[src/rtl/mem_stage_if.sv]
// Signal bundle between the execute/memory/write-back neighbours and mem_stage.
// The stage itself uses the slave view; the surrounding pipeline (or a bench)
// uses the master view.
interface mem_stage_if #(
  parameter int EX_TO_MEM_WD = 161,
  parameter int MEM_TO_WB_WD = 136,
  parameter int STALL_WD     = 6
);
  logic                    flush;
  logic [STALL_WD-1:0]     stall;
  logic [EX_TO_MEM_WD-1:0] ex_to_mem_bus;
  logic [31:0]             data_sram_rdata;
  logic [MEM_TO_WB_WD-1:0] mem_to_wb_bus;
  logic [37:0]             mem_to_id_fwd;
  logic [65:0]             mem_to_id_hilo_fwd;

  modport master (
    output flush, stall, ex_to_mem_bus, data_sram_rdata,
    input  mem_to_wb_bus, mem_to_id_fwd, mem_to_id_hilo_fwd
  );

  modport slave (
    input  flush, stall, ex_to_mem_bus, data_sram_rdata,
    output mem_to_wb_bus, mem_to_id_fwd, mem_to_id_hilo_fwd
  );
endinterface

[src/rtl/mem_stage.sv]
// Memory-access pipeline stage: registers the execute-to-memory bus, keeps
// the SRAM load word alive across stalls, forms the load result and drives
// the write-back and forwarding buses.
module mem_stage #(
  parameter int EX_TO_MEM_WD = 161,
  parameter int MEM_TO_WB_WD = 136,
  parameter int STALL_WD     = 6
) (
  input  logic       clk,
  input  logic       rst,
  mem_stage_if.slave bus_if
);

  logic [EX_TO_MEM_WD-1:0] stage_reg;
  logic                    first_cycle_reg;
  logic [31:0]             rdata_buf_reg;
  logic                    buf_valid_reg;

  logic [STALL_WD-1:0] stall_vec;
  logic                stall_self;
  logic                stall_wb;

  assign stall_vec  = bus_if.stall;
  assign stall_self = stall_vec[3];
  assign stall_wb   = stall_vec[4];

  // Stage register plus the read-data hold buffer. The SRAM word is only
  // valid in the first cycle of an entry, so it is parked in rdata_buf_reg
  // if the stage is held beyond that cycle.
  always_ff @(posedge clk) begin
    if (rst || bus_if.flush) begin
      stage_reg       <= '0;
      first_cycle_reg <= 1'b0;
      rdata_buf_reg   <= '0;
      buf_valid_reg   <= 1'b0;
    end else if (stall_self && !stall_wb) begin
      // Downstream keeps moving: hand it a bubble.
      stage_reg       <= '0;
      first_cycle_reg <= 1'b0;
      buf_valid_reg   <= 1'b0;
    end else if (!stall_self) begin
      stage_reg       <= bus_if.ex_to_mem_bus;
      first_cycle_reg <= 1'b1;
      buf_valid_reg   <= 1'b0;
    end else begin
      first_cycle_reg <= 1'b0;
      if (first_cycle_reg) begin
        rdata_buf_reg <= bus_if.data_sram_rdata;
        buf_valid_reg <= 1'b1;
      end
    end
  end

  // Field extraction from the stage register.
  logic        hi_we, lo_we, sel_rf_res, rf_we;
  logic [31:0] hi_data, lo_data, pc, ex_result;
  logic [4:0]  mem_op, rf_waddr;
  logic [1:0]  off;

  assign hi_we      = stage_reg[160];
  assign lo_we      = stage_reg[159];
  assign hi_data    = stage_reg[158:127];
  assign lo_data    = stage_reg[126:95];
  assign mem_op     = stage_reg[80:76];
  assign pc         = stage_reg[75:44];
  assign sel_rf_res = stage_reg[38];
  assign rf_we      = stage_reg[37];
  assign rf_waddr   = stage_reg[36:32];
  assign ex_result  = stage_reg[31:0];
  assign off        = ex_result[1:0];

  // Live SRAM data in the first cycle, buffered copy while held.
  logic [31:0] effective_rdata;
  assign effective_rdata = first_cycle_reg ? bus_if.data_sram_rdata : rdata_buf_reg;

  // Byte lanes of the load word.
  logic [7:0] rd_byte [4];
  generate
    for (genvar gi = 0; gi < 4; gi++) begin : g_byte_lane
      assign rd_byte[gi] = effective_rdata[8*gi +: 8];
    end
  endgenerate

  logic [7:0]  byte_sel;
  logic [15:0] half_sel;
  assign byte_sel = rd_byte[off];
  // off[0] is ignored for halfwords; alignment is checked upstream.
  assign half_sel = off[1] ? effective_rdata[31:16] : effective_rdata[15:0];

  // One-hot load decode; anything else yields zero.
  logic [31:0] load_result;
  always_comb begin
    load_result = '0;
    case (mem_op)
      5'b10000: load_result = {{24{byte_sel[7]}}, byte_sel};
      5'b01000: load_result = {24'h0, byte_sel};
      5'b00100: load_result = {{16{half_sel[15]}}, half_sel};
      5'b00010: load_result = {16'h0, half_sel};
      5'b00001: load_result = effective_rdata;
      default:  load_result = '0;
    endcase
  end

  logic [31:0] rf_wdata;
  assign rf_wdata = sel_rf_res ? load_result : ex_result;

  logic [MEM_TO_WB_WD-1:0] wb_bus;
  assign wb_bus = {hi_we, lo_we, hi_data, lo_data, pc, rf_we, rf_waddr, rf_wdata};

  assign bus_if.mem_to_wb_bus      = wb_bus;
  assign bus_if.mem_to_id_fwd      = {rf_we, rf_waddr, rf_wdata};
  assign bus_if.mem_to_id_hilo_fwd = {hi_we, lo_we, hi_data, lo_data};

  // Fields carried on the bus that this stage does not consume.
  logic unused_bits;
  assign unused_bits = ^{stage_reg[94:81], stage_reg[43:39], stall_vec[2:0],
                         stall_vec[STALL_WD-1:5], buf_valid_reg};

endmodule

[src/flat_wrapper.sv]
// flat-port wrapper written by rule: the top's interface ports become plain ports
module mem_stage_flat 
#(
  parameter int EX_TO_MEM_WD = 161,
  parameter int MEM_TO_WB_WD = 136,
  parameter int STALL_WD     = 6
)
  (clk, rst, bus_if_flush, bus_if_stall, bus_if_ex_to_mem_bus, bus_if_data_sram_rdata, bus_if_mem_to_wb_bus, bus_if_mem_to_id_fwd, bus_if_mem_to_id_hilo_fwd);
  mem_stage_if #(.EX_TO_MEM_WD(EX_TO_MEM_WD), .MEM_TO_WB_WD(MEM_TO_WB_WD), .STALL_WD(STALL_WD)) bus_if_i ();
  input  logic clk;
  input  logic rst;
  input wire logic [$bits(bus_if_i.flush)-1:0] bus_if_flush;
  input wire logic [$bits(bus_if_i.stall)-1:0] bus_if_stall;
  input wire logic [$bits(bus_if_i.ex_to_mem_bus)-1:0] bus_if_ex_to_mem_bus;
  input wire logic [$bits(bus_if_i.data_sram_rdata)-1:0] bus_if_data_sram_rdata;
  output wire logic [$bits(bus_if_i.mem_to_wb_bus)-1:0] bus_if_mem_to_wb_bus;
  output wire logic [$bits(bus_if_i.mem_to_id_fwd)-1:0] bus_if_mem_to_id_fwd;
  output wire logic [$bits(bus_if_i.mem_to_id_hilo_fwd)-1:0] bus_if_mem_to_id_hilo_fwd;
  assign bus_if_i.flush = bus_if_flush;
  assign bus_if_i.stall = bus_if_stall;
  assign bus_if_i.ex_to_mem_bus = bus_if_ex_to_mem_bus;
  assign bus_if_i.data_sram_rdata = bus_if_data_sram_rdata;
  assign bus_if_mem_to_wb_bus = bus_if_i.mem_to_wb_bus;
  assign bus_if_mem_to_id_fwd = bus_if_i.mem_to_id_fwd;
  assign bus_if_mem_to_id_hilo_fwd = bus_if_i.mem_to_id_hilo_fwd;
  mem_stage #(.EX_TO_MEM_WD(EX_TO_MEM_WD), .MEM_TO_WB_WD(MEM_TO_WB_WD), .STALL_WD(STALL_WD)) u_core (.clk(clk), .rst(rst), .bus_if(bus_if_i));
endmodule
[config.mk]
export PLATFORM = sky130hd
export DESIGN_NAME = mem_stage_flat
export DESIGN_NICKNAME = d
export VERILOG_FILES = /design/src/rtl/mem_stage_if.sv /design/src/rtl/mem_stage.sv /design/src/flat_wrapper.sv
export SDC_FILE = /design/constraint.sdc
export NUM_CORES = 1
export LEC_CHECK = 0
export BUFFER_PORTS_ARGS = -buffer_cell sky130_fd_sc_hd__buf_2
export CORE_AREA = 2 2 172 174
export CTS_BUF_LIST = sky130_fd_sc_hd__clkbuf_8
export CTS_CLUSTER_DIAMETER = 40
export DETAILED_ROUTE_END_ITERATION = 10
export DIE_AREA = 0 0 174 176
export GPL_TIMING_DRIVEN = 0
export PLACE_DENSITY = 0.62
export SLEW_MARGIN = 20
export SYNTH_ARGS = -nofsm -noshare
export SYNTH_HDL_FRONTEND = slang
export SYNTH_SLANG_ARGS = --single-unit
export TNS_END_PERCENT = 100
[constraint.sdc]
create_clock -name clk -period 4.3 [get_ports clk]
set_input_delay 0.86 -clock clk [delete_from_list [all_inputs] [get_ports clk]]
set_output_delay 0.86 -clock clk [all_outputs]
set_load 0.02 [all_outputs]
==> reports/results.env <==
MAX_CLOCK_FREQ_MHz=269
CTS_BUFFERS=17
POWER-PER-CELL-AREA_nW_PER_UM2=276
NUMBER_OF_ANTENNA_VIOLATIONS_AT_THE_FIRST_CHECK_IN_GLOBAL_ROUTING=6
DRCVIOLATIONCOUNT=0
IO_PINS=442
PLACEMENTROWS=62
CLOCK-SKEW-FINAL_PS=13.6
PATH_CLASS='flip-flop to output port'
HOLDCRITPATHCLASS='flip-flop to flip-flop'
HPWLAFTERDP_MM=26.2
REPORT.FINAL.SLEW_VIOL_COUNT=0
FLOORPLAN.DIE.WIDTH_UM=174
LARGEST_NET_DEGREE_AT_THE_START_OF_GLOBAL_ROUTING=21
CHIPHEIGHT_UM=176
CLOCK_INSERTION_DELAY_WORST_SKEW_PS=460
IR_DROP_mV=0.180
FINAL.SETUP.TNS_PS=0
LAYOUT_MIN_CYCLE_TIME_PS=3720
CRIT_ARRIVAL_PS=2860
FINAL_ANTENNA_NET_COUNT=0
SETUP.WORST_PATH.END_CLASS='output port'
NUM-FILL-CELLS=2936
CTS.REPORTEDPATHS.CLKPINSLEW_PS=110
REGTOREGENDPOINT='u_core.rdata_buf_reg[15]'
SYNTH_NETS=1246
LARGEST_REGISTER_FF_COUNT=142
CLOCK-ROOT-BUFFER='sky130_fd_sc_hd__clkbuf_8'
GRT_FIRST_PASS_WIRELENGTH_MM=46.9
GRT_OVERFLOW_TOTAL=0
RELSLEWSLACK=0.308
ROUTED_VIAS_INST=4.53
CTS-RESIZED-GATES=0
DR.FIRST_ITER.DRC_COUNT=490
TIMING.FINAL.HOLD_VIOLATIONS=0
P_LEAK_nW=6.52
VIA_COUNT_OF_THE_FIRST_GLOBAL_ROUTING_PASS=8090
SETUP_REPAIR_AFTER_GLOBAL_ROUTING_MISSED_ITS_MARGIN='false'
HTREE_NUM_LEVELS=4
R2R.WORST_PATH.CELLS=7
TIMING.FINAL.SETUP_VIOLATIONS=0
SYN-INSTANCE-COUNT=1044
DRIVE_ABOVE_1_SHARE=0.497
PORTBUFFERS=418
FLOORPLAN.CORE_AREA_UM2=28500
AVGROUTEDWIREPERCELL_UM=17.2
GLOBALPLACE.CONGESTION=0.877
LAYOUT_COMMONEST_CELL='sky130_fd_sc_hd__buf_2'
NUM-NETS-FINAL=1683
TRACK_USAGE=0.202
SYNTH.YOSYS.SEQ_AREA_SHARE=0.372
CTS.REPAIR_TIMING.SETUP_BUFFER_COUNT=0
ROUTED_WIRELENGTH_MM=32.3
REG2REG_FROM='u_core.first_cycle_reg'
DPL_CELL_AREA_UM2=12000
FIN_AREA_UM2=12400
AVGSYNTHCELLAREA_UM2=9.03
NETLIST-CELL-TYPE-COUNT=48
VIAS=8513
CLK_PATH_BUF_DEPTH=2
LAYOUT.CELLS.MOST_COMMON_LIST='sky130_fd_sc_hd__buf_2 (434), sky130_fd_sc_hd__buf_4 (211), sky130_fd_sc_hd__dfxtp_1 (175)'
CP-STARTPOINT='u_core.stage_reg[79]'
FINALCRITPERIODSHARE=0.865
TIMING_WORST_SLEW_PIN_VALUE_PS=1040
RUN_STATUS='completed'
CRITICAL_PATH_PEAK_FANOUT=9
START_UTIL=0.330
SYN-CELL-AREA_UM2=9420
SETUP.REG_TO_REG.WORST_SLACK_PS=2590
CTS_TREE='done'
DRT-PASS1-ITER-COUNT=5
CRITICAL_PATH_REQUIRED_PS=3440
DRV_CAP=0
CRIT_START_CATEGORY='flip-flop'
DIEAREA_UM2=30600
CRIT_END='bus_if_mem_to_wb_bus[2]'
SYNTHESIS.YOSYS.WARNINGS=0
SYNTH.FF_LATCH_COUNT=175
LAYOUT-AREA-OVERHEAD-VS-SYNTH_PCT=31.8
CTS_NUM_SINKS=175
POST_CTS_HOLD_BUFFER_COUNT=0
[worst max-delay path, cell delays in order (launching register included)]
cell and delay (ps):
sky130_fd_sc_hd__dfxtp_1 310, sky130_fd_sc_hd__buf_2 180, sky130_fd_sc_hd__xnor2_1 360, sky130_fd_sc_hd__nor4_1 130, sky130_fd_sc_hd__o21ai_0 650, sky130_fd_sc_hd__o221ai_1 390
sky130_fd_sc_hd__buf_4 230, sky130_fd_sc_hd__buf_2 150
[layer usage]
layer,part of all wire,GRT usage,vias up
met5,0.0017,0,-
met4,0.028,0.0721,8
met3,0.071,0.0562,48
met2,0.52,0.375,354
met1,0.38,0.220,3907
li1,-,-,4196
[logic make-up after synthesis]
group / Yosys count / share of synthesized area
mux: 188 / 0.207
simple gates: 287 / 0.130
flops: 175 / 0.372
buf+inv: 287 / 0.206
xor+xnor: 3 / 0.00279
compound gates: 104 / 0.0823
[cells in the mapped netlist, drive strengths merged]
| master | count | area, um2 |
|---|---|---|
| nand2 | 84 | 315 |
| nor4bb | 1 | 10.0 |
| mux2 | 38 | 428 |
| or4b | 1 | 13.8 |
| nand4 | 1 | 6.26 |
| nor2 | 152 | 578 |
| a222oi | 1 | 10.0 |
| clkbuf | 36 | 135 |
| nand3 | 2 | 10.0 |
| o2111ai | 1 | 8.76 |
| inv | 8 | 30.0 |
| a211oi | 1 | 7.51 |
| a21oi | 42 | 210 |
| nor4 | 3 | 25.0 |
| a32o | 1 | 10.0 |
| nor4b | 1 | 8.76 |
| clkinv | 2 | 7.51 |
| a31oi | 3 | 18.8 |
| o221ai | 6 | 52.6 |
| or4 | 1 | 7.51 |
| mux2i | 148 | 1480 |
| a21o | 1 | 7.51 |
| xor2 | 1 | 8.76 |
| o22ai | 1 | 6.26 |
| nor2b | 16 | 100 |
| buf | 241 | 1770 |
| o211ai | 1 | 7.51 |
| and2 | 1 | 6.26 |
| a221oi | 20 | 244 |
| xnor2 | 2 | 17.5 |
| dfxtp | 175 | 3500 |
| or3b | 1 | 8.76 |
| o21bai | 2 | 15.0 |
| mux4 | 2 | 45.0 |
| a22oi | 21 | 158 |
| o211a | 1 | 10.0 |
| nor3 | 19 | 110 |
| or2 | 2 | 12.5 |
| and3 | 2 | 12.5 |
| o21ai | 2 | 10.0 |
[final cells by class]
type                            instances  area [um2]  share of cell area
Buffer                                277        1900               0.153
Sequential cell                       175        3500               0.282
Inverter                               10        37.5             0.00302
Antenna cell                            3        7.51            0.000604
Tap cell                              384         480              0.0387
Clock inverter                         15         184              0.0148
Clock buffer                           17         234              0.0188
Timing Repair Buffer                  418        2090               0.168
Multi-Input combinational cell        582        3980               0.321
[report_power, final]
part / internal, W / switching, W / total [W] / leakage (nW)
Combinational: 0.000253 / 0.000284 / 0.000537 / 4.90
Sequential: 0.00166 / 0.0000303 / 0.00169 / 1.42
Clock: 0.000448 / 0.000756 / 0.00120 / 0.201
[worst min path at each step]
stage	from	end	slack, ps	depth (start not counted)
3_5_place_dp	u_core.rdata_buf_reg[6]	u_core.rdata_buf_reg[6]	440	2
4_1_cts	u_core.rdata_buf_reg[6]	u_core.rdata_buf_reg[6]	460	2
5_1_grt	u_core.rdata_buf_reg[4]	u_core.rdata_buf_reg[4]	480	2
3_3_place_gp	u_core.rdata_buf_reg[27]	u_core.rdata_buf_reg[27]	440	2
2_1_floorplan	u_core.rdata_buf_reg[0]	u_core.rdata_buf_reg[0]	430	2
6_report	u_core.rdata_buf_reg[4]	u_core.rdata_buf_reg[4]	460	2
[per-stage QoR]
step	worst slack [ps]	std cells	total power (W)	hold slack, ps	utilization
finish	583	1881	0.00343	460	0.435
global route	378	1880	0.00358	477	0.435
CTS	547	1878	0.00348	461	0.435
detailed placement	750	1846	0.00227	444	0.420
global placement	702	1846	0.00226	439	0.420
floorplan	1130	1044	0.00206	434	-
Note: power is estimated with default switching activity, not from simulation.
